File: src/rtl/mul_div_iter_pkg.sv
`default_nettype none
// ============================================================================
// Module      : mul_div_iter_pkg
// Description : Shared constants for the iterative multiply/divide unit.
//               Holds the FSM state encoding, the MUL/DIV mode constants and
//               the default operand width. The ALU uses the same MODE_*
//               values when driving the request.
// Revision    : 1.0 - initial release
// ============================================================================
package mul_div_iter_pkg;

    localparam int WIDTH_DEFAULT = 32;

    localparam logic [1:0] IDLE = 2'd0;
    localparam logic [1:0] MUL  = 2'd1;
    localparam logic [1:0] DIV  = 2'd2;
    localparam logic [1:0] DONE = 2'd3;

    localparam logic MODE_MUL = 1'b0;
    localparam logic MODE_DIV = 1'b1;

    typedef enum logic [1:0] {
        S_IDLE = IDLE,
        S_MUL  = MUL,
        S_DIV  = DIV,
        S_DONE = DONE
    } state_e;

endpackage : mul_div_iter_pkg
`default_nettype wire

File: src/rtl/mul_div_datapath.sv
`default_nettype none
// ============================================================================
// Module      : mul_div_datapath
// Description : Accumulator / remainder registers and the shared adder /
//               subtractor of the iterative multiply/divide unit. Performs
//               one shift-add (MUL) or restoring-division (DIV) step per
//               cycle when step_i is high.
// Ports       : clk      - rising-edge clock
//               rst_n    - synchronous active-low reset
//               load_i   - latch operands and initialise the accumulator
//               step_i   - perform one iteration
//               op_i     - MODE_MUL / MODE_DIV
//               a_i, b_i - multiplicand/dividend, multiplier/divisor
//               acc_o    - current accumulator ({hi, lo} / {R, Q})
// Revision    : 1.0 - initial release
// ============================================================================
module mul_div_datapath
    import mul_div_iter_pkg::*;
#(
    parameter int WIDTH = WIDTH_DEFAULT
) (
    input  logic                 clk,
    input  logic                 rst_n,
    input  logic                 load_i,
    input  logic                 step_i,
    input  logic                 op_i,
    input  logic [WIDTH-1:0]     a_i,
    input  logic [WIDTH-1:0]     b_i,
    output logic [2*WIDTH-1:0]   acc_o
);

    logic [2*WIDTH-1:0] r_acc_q;
    logic [2*WIDTH-1:0] w_acc_d;
    // Multiplicand for MUL, divisor for DIV.
    logic [WIDTH-1:0]   r_opnd_q;
    logic [WIDTH-1:0]   w_opnd_d;

    // Adder/subtractor is two bits wider than an operand: one bit for the
    // multiply carry / the bit shifted out of R, one for the borrow sign.
    logic [WIDTH+1:0]   w_lhs;
    logic [WIDTH+1:0]   w_rhs;
    logic [WIDTH+1:0]   w_res;

    always_comb begin
        w_lhs    = '0;
        w_rhs    = '0;
        w_res    = '0;
        w_acc_d  = r_acc_q;
        w_opnd_d = r_opnd_q;

        if (op_i == MODE_DIV) begin
            // R shifted left with the incoming quotient MSB; may need W+1 bits.
            w_lhs = {1'b0, r_acc_q[2*WIDTH-1:WIDTH-1]};
            w_rhs = {2'b00, r_opnd_q};
            w_res = w_lhs - w_rhs;
        end else begin
            w_lhs = {2'b00, r_acc_q[2*WIDTH-1:WIDTH]};
            w_rhs = r_acc_q[0] ? {2'b00, r_opnd_q} : '0;
            w_res = w_lhs + w_rhs;
        end

        if (load_i) begin
            if (op_i == MODE_DIV) begin
                w_acc_d  = {{WIDTH{1'b0}}, a_i};
                w_opnd_d = b_i;
            end else begin
                w_acc_d  = {{WIDTH{1'b0}}, b_i};
                w_opnd_d = a_i;
            end
        end else if (step_i) begin
            if (op_i == MODE_DIV) begin
                if (!w_res[WIDTH+1]) begin
                    w_acc_d = {w_res[WIDTH-1:0], r_acc_q[WIDTH-2:0], 1'b1};
                end else begin
                    w_acc_d = {r_acc_q[2*WIDTH-2:0], 1'b0};
                end
            end else begin
                // {carry, upper + A, lower} shifted right by one.
                w_acc_d = {w_res[WIDTH:0], r_acc_q[WIDTH-1:1]};
            end
        end
    end

    always_ff @(posedge clk) begin
        if (!rst_n) begin
            r_acc_q  <= '0;
            r_opnd_q <= '0;
        end else begin
            r_acc_q  <= w_acc_d;
            r_opnd_q <= w_opnd_d;
        end
    end

    assign acc_o = r_acc_q;

endmodule : mul_div_datapath
`default_nettype wire

File: src/rtl/mul_div_iter.sv
`default_nettype none
// ============================================================================
// Module      : mul_div_iter
// Description : Iterative unsigned multiply/divide unit, one bit per cycle.
//               Holds the control FSM, iteration counter, handshake and the
//               registered result; arithmetic lives in mul_div_datapath.
// Ports       : clk   - rising-edge clock
//               rst_n - synchronous active-low reset
//               valid - request strobe, sampled only in IDLE
//               mode  - 0 = MUL, 1 = DIV
//               in_A  - multiplicand / dividend
//               in_B  - multiplier / divisor
//               ready - one-cycle pulse, out holds a fresh result
//               busy  - operation in progress (acceptance through DONE)
//               out   - MUL: product, DIV: {remainder, quotient}
// Revision    : 1.0 - initial release
// ============================================================================
module mul_div_iter
    import mul_div_iter_pkg::*;
#(
    parameter int WIDTH = WIDTH_DEFAULT,
    parameter int CNT_W = 6
) (
    input  logic                 clk,
    input  logic                 rst_n,
    input  logic                 valid,
    input  logic                 mode,
    input  logic [WIDTH-1:0]     in_A,
    input  logic [WIDTH-1:0]     in_B,
    output logic                 ready,
    output logic                 busy,
    output logic [2*WIDTH-1:0]   out
);

    localparam logic [CNT_W-1:0] C_LAST = CNT_W'(WIDTH);

    state_e               r_state_q;
    state_e               w_state_d;
    logic [CNT_W-1:0]     r_cnt_q;
    logic [CNT_W-1:0]     w_cnt_d;
    logic [2*WIDTH-1:0]   r_out_q;
    logic [2*WIDTH-1:0]   w_out_d;

    logic                 w_load;
    logic                 w_step;
    logic                 w_op;
    logic [2*WIDTH-1:0]   w_acc;

    always_comb begin
        w_state_d = r_state_q;
        w_cnt_d   = r_cnt_q;
        w_out_d   = r_out_q;
        w_load    = 1'b0;
        w_step    = 1'b0;
        w_op      = (r_state_q == S_DIV) ? MODE_DIV : MODE_MUL;

        case (r_state_q)
            S_IDLE: begin
                if (valid) begin
                    w_load    = 1'b1;
                    w_op      = mode;
                    w_cnt_d   = '0;
                    w_state_d = (mode == MODE_DIV) ? S_DIV : S_MUL;
                end
            end
            S_MUL, S_DIV: begin
                // Counter reaching WIDTH means all iterations are in the
                // accumulator; this edge publishes it without stepping.
                if (r_cnt_q == C_LAST) begin
                    w_out_d   = w_acc;
                    w_state_d = S_DONE;
                end else begin
                    w_step  = 1'b1;
                    w_cnt_d = r_cnt_q + 1'b1;
                end
            end
            S_DONE: begin
                w_state_d = S_IDLE;
            end
            default: begin
                w_state_d = S_IDLE;
            end
        endcase
    end

    always_ff @(posedge clk) begin
        if (!rst_n) begin
            r_state_q <= S_IDLE;
            r_cnt_q   <= '0;
            r_out_q   <= '0;
        end else begin
            r_state_q <= w_state_d;
            r_cnt_q   <= w_cnt_d;
            r_out_q   <= w_out_d;
        end
    end

    mul_div_datapath #(
        .WIDTH (WIDTH)
    ) u_datapath (
        .clk    (clk),
        .rst_n  (rst_n),
        .load_i (w_load),
        .step_i (w_step),
        .op_i   (w_op),
        .a_i    (in_A),
        .b_i    (in_B),
        .acc_o  (w_acc)
    );

    assign ready = (r_state_q == S_DONE);
    assign busy  = (r_state_q != S_IDLE);
    assign out   = r_out_q;

endmodule : mul_div_iter
`default_nettype wire

File: config.mk
export PLATFORM = sky130hd
export DESIGN_NAME = mul_div_iter
export DESIGN_NICKNAME = d
export VERILOG_FILES = /design/src/rtl/mul_div_iter_pkg.sv /design/src/rtl/mul_div_datapath.sv /design/src/rtl/mul_div_iter.sv
export SDC_FILE = /design/constraint.sdc
export NUM_CORES = 1
export LEC_CHECK = 0
export ABC_AREA = 1
export CAP_MARGIN = 10
export CORE_MARGIN = 2
export CORE_UTILIZATION = 59
export DETAILED_ROUTE_END_ITERATION = 12
export GPL_TIMING_DRIVEN = 0
export MAX_ROUTING_LAYER = met4
export PLACE_DENSITY_LB_ADDON = 0.12
export SLEW_MARGIN = 20
export SYNTH_ARGS = -nofsm -noshare
export SYNTH_HDL_FRONTEND = slang
export SYNTH_SLANG_ARGS = --single-unit
File: constraint.sdc
create_clock -name clk -period 3 [get_ports clk]
set_clock_uncertainty 0.1 [all_clocks]
set_input_delay 0.6 -clock clk [delete_from_list [all_inputs] [get_ports clk]]
set_output_delay 0.6 -clock clk [all_outputs]
set_load 0.01 [all_outputs]
* Word level (Yosys, flattened, before mapping)
Cells that the tools add are included.
** Cells by class
- Add/subtract/negate cells :: 3
- Eq/ne operators :: 7
- Muxes and demuxes :: 22
- Reductions and logical operators :: 8
** Operator list (number)
- two-way mux 64 bit :: 4
- two-way mux 32 bit :: 3
- adder 32 x 34 -> 34 bit :: 1
- two-way mux 34 bit :: 1
- subtractor 33 x 32 -> 34 bit :: 1
- two-way mux 6 bit :: 2
- case mux 6 bit (2 select lines) :: 1
- two-way mux 1 bit :: 7
- adder 6 x 1 -> 6 bit (second input constant) :: 1
- == test 6 bit (second input constant) :: 1
- two-way mux 2 bit :: 3
- != test 2 bit (second input constant) :: 3
- case mux 2 bit (3 select lines) :: 1
- nonzero test 2 bit :: 3
- == test 2 bit (second input constant) :: 2
- AND reduction 2 bit :: 2
- AND reduction 3 bit :: 1
- == test 2 x 1 -> 1 bit (second input constant) :: 1
- zero test 2 bit :: 1
- OR reduction 2 bit :: 1
** Word-level totals
- Flip-flop bits (word level) :: 168
- Input bits :: 68
- Output and inout port bits :: 66
- Word-level logic and storage cells :: 45

* Depth between registers and ports, before layout
- Depth in word-level cells :: 9
- Depth in mapped cells :: 22
- Gate-level depth less buffers :: 20

* Hierarchy
From an unflattened synthesis, not the netlist that was laid out.
** Unflattened totals
- Cell total of the unflattened synthesis :: 2384
- Area total of the unflattened synthesis :: 13628.1 sq um
** Modules (own cells, without submodules)
- mul_div_datapath :: times used 1, cells an instance 2007, area an instance 10701.5 sq um, sequential area each 1921.8 sq um
- mul_div_iter :: times used 1, cells an instance 377, area an instance 2926.6 sq um, sequential area each 1441.4 sq um

* Least setup slack after synthesis
No wires, ideal clock.
- Path type :: register -> register
- Start :: register u_datapath.r_acc_q[0], in the netlist u_datapath.acc_o[0]
- End :: register u_datapath.r_acc_q[47], in the netlist u_datapath.acc_o[47]
- Setup time :: 128 ps
- Arrival :: 2392 ps
- Data required time :: 2772 ps
- Setup slack :: 380 ps
- Cell stages (with the launch flop) :: 22
- Path buffers :: 2
- Period minus slack after synthesis :: 2620 ps
- Path through :: dfxtp_1 -> clkbuf_1 -> clkbuf_1 -> nand2_1 -> inv_1 -> ha_1 -> inv_1 -> fa_1 -> inv_1 -> nand3_1 -> nand3_1 -> nand2_1 -> nand2_1 -> nand2_1 -> nand3_1 -> nand3_1 -> nand2_1 -> inv_1 -> o21ai_0 -> nor2_1 -> nor2_1 -> nor2_1
** On the way
- Cells in the longest elaborated chain, start to end :: 7
** Ends and longest elaborated chain
- start, declared :: RTL line mul_div_datapath.sv:32 : logic [2*WIDTH-1:0] r_acc_q;
- start signal, assigned :: RTL line mul_div_datapath.sv:89 : r_acc_q <= w_acc_d;
- two-way mux 32 bit * :: RTL line mul_div_datapath.sv:58 : w_rhs = r_acc_q[0] ? {2'b00, r_opnd_q} : '0;
- adder 32 x 34 -> 34 bit * :: RTL line mul_div_datapath.sv:59 : w_res = w_lhs + w_rhs;
- two-way mux 34 bit * :: RTL line mul_div_datapath.sv:51 : if (op_i == MODE_DIV) begin
- two-way mux 64 bit :: RTL line mul_div_datapath.sv:72 : if (!w_res[WIDTH+1]) begin
- two-way mux 64 bit * :: RTL line mul_div_datapath.sv:71 : if (op_i == MODE_DIV) begin
- two-way mux 64 bit * :: RTL line mul_div_datapath.sv:70 : end else if (step_i) begin
- two-way mux 64 bit * :: RTL line mul_div_datapath.sv:62 : if (load_i) begin
Every way passes the cells marked *; elsewhere a longest branch is shown, timed or not. The select of a mux whose other input is x is not followed.
A chain may end at the register's enable or synchronous reset.

* Final worst setup path
- Start :: register u_datapath.r_acc_q[53], in the netlist u_datapath.acc_o[53]
- End :: register u_datapath.r_acc_q[55], in the netlist u_datapath.acc_o[55]
** On the way
- Cells in the longest elaborated chain, start to end :: 6
- Elaborated cells on any way between the ends :: 7
- Classes of those cells :: add/sub (2); mux (5)
** Ends and longest elaborated chain (RTL line)
- adder 32 x 34 -> 34 bit or subtractor 33 x 32 -> 34 bit (tied branches) :: mul_div_datapath.sv:59, mul_div_datapath.sv:55
- two-way mux 34 bit * :: mul_div_datapath.sv:51
- two-way mux 64 bit :: mul_div_datapath.sv:72
- two-way mux 64 bit * :: mul_div_datapath.sv:71
- two-way mux 64 bit * :: mul_div_datapath.sv:70
- two-way mux 64 bit * :: mul_div_datapath.sv:62
Marks and branches as above.

==> results.ini <==
[timing]
relSlewSlack=0.515
final_max_slew_viol_count=0
hold_viol_final=0
rsz0062_at_grt=yes
worstMarginPinSlew_ps=728
min_period_ps=2870
fin_setup_tns_ps=0
setup_viol=0
fmax_mhz=349
fin_crit_sh=0.956

[cts]
clk_latency_ps=460
cts.reportedPaths.clkPinSlew_ps=80
root_buffer=clkbuf_16
cts_hold_buf=0
cts_tree=yes
numCtsBuffers=17
clock_sink_count=168
clk_path_buf_depth=2
h-tree-depth=4

[final_layout]
fin_util=0.702
syn_to_final_growth_pct=18.0
fin_nets=2463
drive_gt1_frac=0.0433

[worst_setup_path]
crit_buf_inv=2
crit_path_top_delay_cell=dfxtp_1
crit_arrival_ps=3080
crit_family=compound AO/OA/AOI/OAI gates
critical_path_required_ps=3220
cpPeakStageDelay_ps=510
critical_path.max_fanout=10
crit_type=reg -> reg
critPathLaunchType=register
path_cells=ha_1, a21o_1, a21oi_1, a21oi_2, nor2_4, nand3_4, buf_6, inv_1, nand2_1, nand3_1, a21oi_1
critical-path-top-cell-by-count=a21oi_1
endpoint_kind=register

[run]
maxCapViolCount=0

[place]
portBuffers=133
dpl.hpwl_mm=36.4
place.gp.congestion=1.04

[logic_synthesis]
synth_top_area_share=0.262
synth.avg_cell_area_um2=5.92
synth_nets=2312
synth_edf_count=0
synth_flop_cell=dfxtp_1
synth_cell_types=44
synth_area_um2=12900
async_reset_ff_frac=0
yosys_warnings=0
yosysTopAreaCell=dfxtp_1
syn_inst=2172
ys_ff_latch=168
synth.top_cells.by_area=dfxtp_1 (26%), nand2_1 (15%), inv_1 (11%)
ys_seq_area_frac=0.262

[drt]
wirelength_mm=46.2
num_vias=15042
drc=0
ant_nets=0
drtIter0Drc=1418
wire_per_inst_um=17.6
viasPerCell=5.75
dr.pass1.iters=7

[outcome]
outcome=finished clean

[pwr]
peakVddDrop_v=0.000541
powerDensity_nw_per_um2=938
p_leak_nw=7.25

[floorplan]
fp.dieW_um=152
core-area_um2=21600
pin_count=134
dieArea_um2=23000
num_rows=54
initial_core_util=0.595
die_height_um=152

[global_routing]
grt_usage=0.410
antenna_found_initial=1
grt_pass1_wl_mm=70.7
grt_overflow=0
grt_pass1_vias=13964
grt_max_degree=19

[hold_path]
hp-class=reg -> reg

## cell usage in the layout, fill, tap and decap left out, drive strengths merged, types with 2 or more instances in the layout
master         Yosys  routed
a211oi             2       2
a21o               4       4
a21oi            165     165
a31oi             37      37
and3               3       3
buf               20      21
clkbuf            71      86
clkdlybuf4s50      0     133
clkinv             1      11
dfxtp            168     168
diode              0       2
fa                 2       2
ha                70      70
inv              377     381
nand2            526     526
nand3            103     103
nand3b            13      13
nand4             27      27
nor2             276     276
nor3              46      46
nor3b              2       2
o211ai             5       5
o21a               2       2
o21ai            186     186
o21bai             5       5
o221ai            33      33
or2               14      14
xnor2              7       7
xor2               4       4
## kinds of logic after synthesis
group | Yosys count | share of synthesized area
AOI/OAI and AO/OA | 440 | 0.190
xor gates and xnor gates | 11 | 0.00749
adders and majority gates | 72 | 0.0712
buffers and inverters | 469 | 0.140
DFF | 168 | 0.262
and+or+nand+nor | 1012 | 0.330
## per-stage QoR
step                      std cells  worst slack (ps)  hold slack [ps]  total power [mW]  instance area [µm²]
after floorplan                2172               380              368              9.10                12900
after global placement         2585              -503              331              11.4                14500
after detailed placement       2585              -551              336              11.6                14500
after CTS                      2615              13.2              348              13.8                15100
after global routing           2617            -0.469              369              15.1                15200
final                          2617               133              344              14.2                15200
## worst reg2reg max path, cell delays in order, from the launching register on
cell and delay (ps):
dfxtp_1 510, ha_1 380, a21o_1 210, a21oi_1 270, a21oi_2 120, nor2_4 260, nand3_4 170, buf_6 190
inv_1 250, nand2_1 90, nand3_1 110, a21oi_1 70
## Yosys cell counts, types with 2 or more instances
master	instances
o221ai_1	33
or2_2	9
buf_1	3
a21oi_1	162
nand2_1	516
nor3b_1	2
buf_2	14
nor3_2	3
nand3b_1	13
o21ai_0	184
nor3_1	43
xor2_1	4
dfxtp_1	168
nand3_1	101
inv_2	3
clkbuf_1	71
o21bai_1	5
fa_1	2
a211oi_1	2
nor2_4	2
nand2_2	9
nor2_1	271
o21ai_1	2
ha_1	70
xnor2_1	7
nand4_1	27
a31oi_1	37
and3_1	3
or2_1	5
a21o_1	4
nor2_2	3
o21a_1	2
a21oi_2	2
inv_1	374
o211ai_1	5
buf_6	3
## final timing paths
path	startpoint	endpoint	slack (ps)	depth (start not counted)
setup / recovery	u_datapath.acc_o[53]	u_datapath.acc_o[55]	130	11
hold / removal	out[50]	out[50]	340	2
setup reg to reg	u_datapath.acc_o[53]	u_datapath.acc_o[55]	130	11
hold reg to reg	out[50]	out[50]	340	2
## layer usage
layer	routed length, µm	GRT usage
met4	2610	0.211
met3	5150	0.0859
met1	17900	0.494
met2	20500	0.650
met5	0	-
## timing repair
action,CTS,global route
setup buffers,0,0
resized for setup,5,30
hold endpoints to repair,0,0
pin swaps,0,0
setup endpoints to repair,29,53
## registers in the layout, indices dropped and copies added, names as in the netlist
name	cells
u_datapath.acc_o	64
u_datapath.r_opnd_q	32
r_cnt_q	6
r_state_q	2
out	64
## power by group
| part | internal [mW] | switching [mW] | total, mW |
|---|---|---|---|
| clock network | 1.11 | 1.15 | 2.26 |
| logic | 2.73 | 5.91 | 8.65 |
| registers | 2.70 | 0.610 | 3.31 |
| total | 6.55 | 7.67 | 14.2 |
## layout make-up
cell class | instances | area (µm²)
antenna | 2 | 5.00
buffer | 90 | 398
clock buffer | 17 | 425
clock inverter | 14 | 163
fill | 2028 | 6450
inverter | 378 | 1420
multi-input combinational | 1535 | 7710
sequential | 168 | 3370
tap | 280 | 350
timing repair buffer | 133 | 1330
No activity file was read; power rests on OpenSTA's default activity.
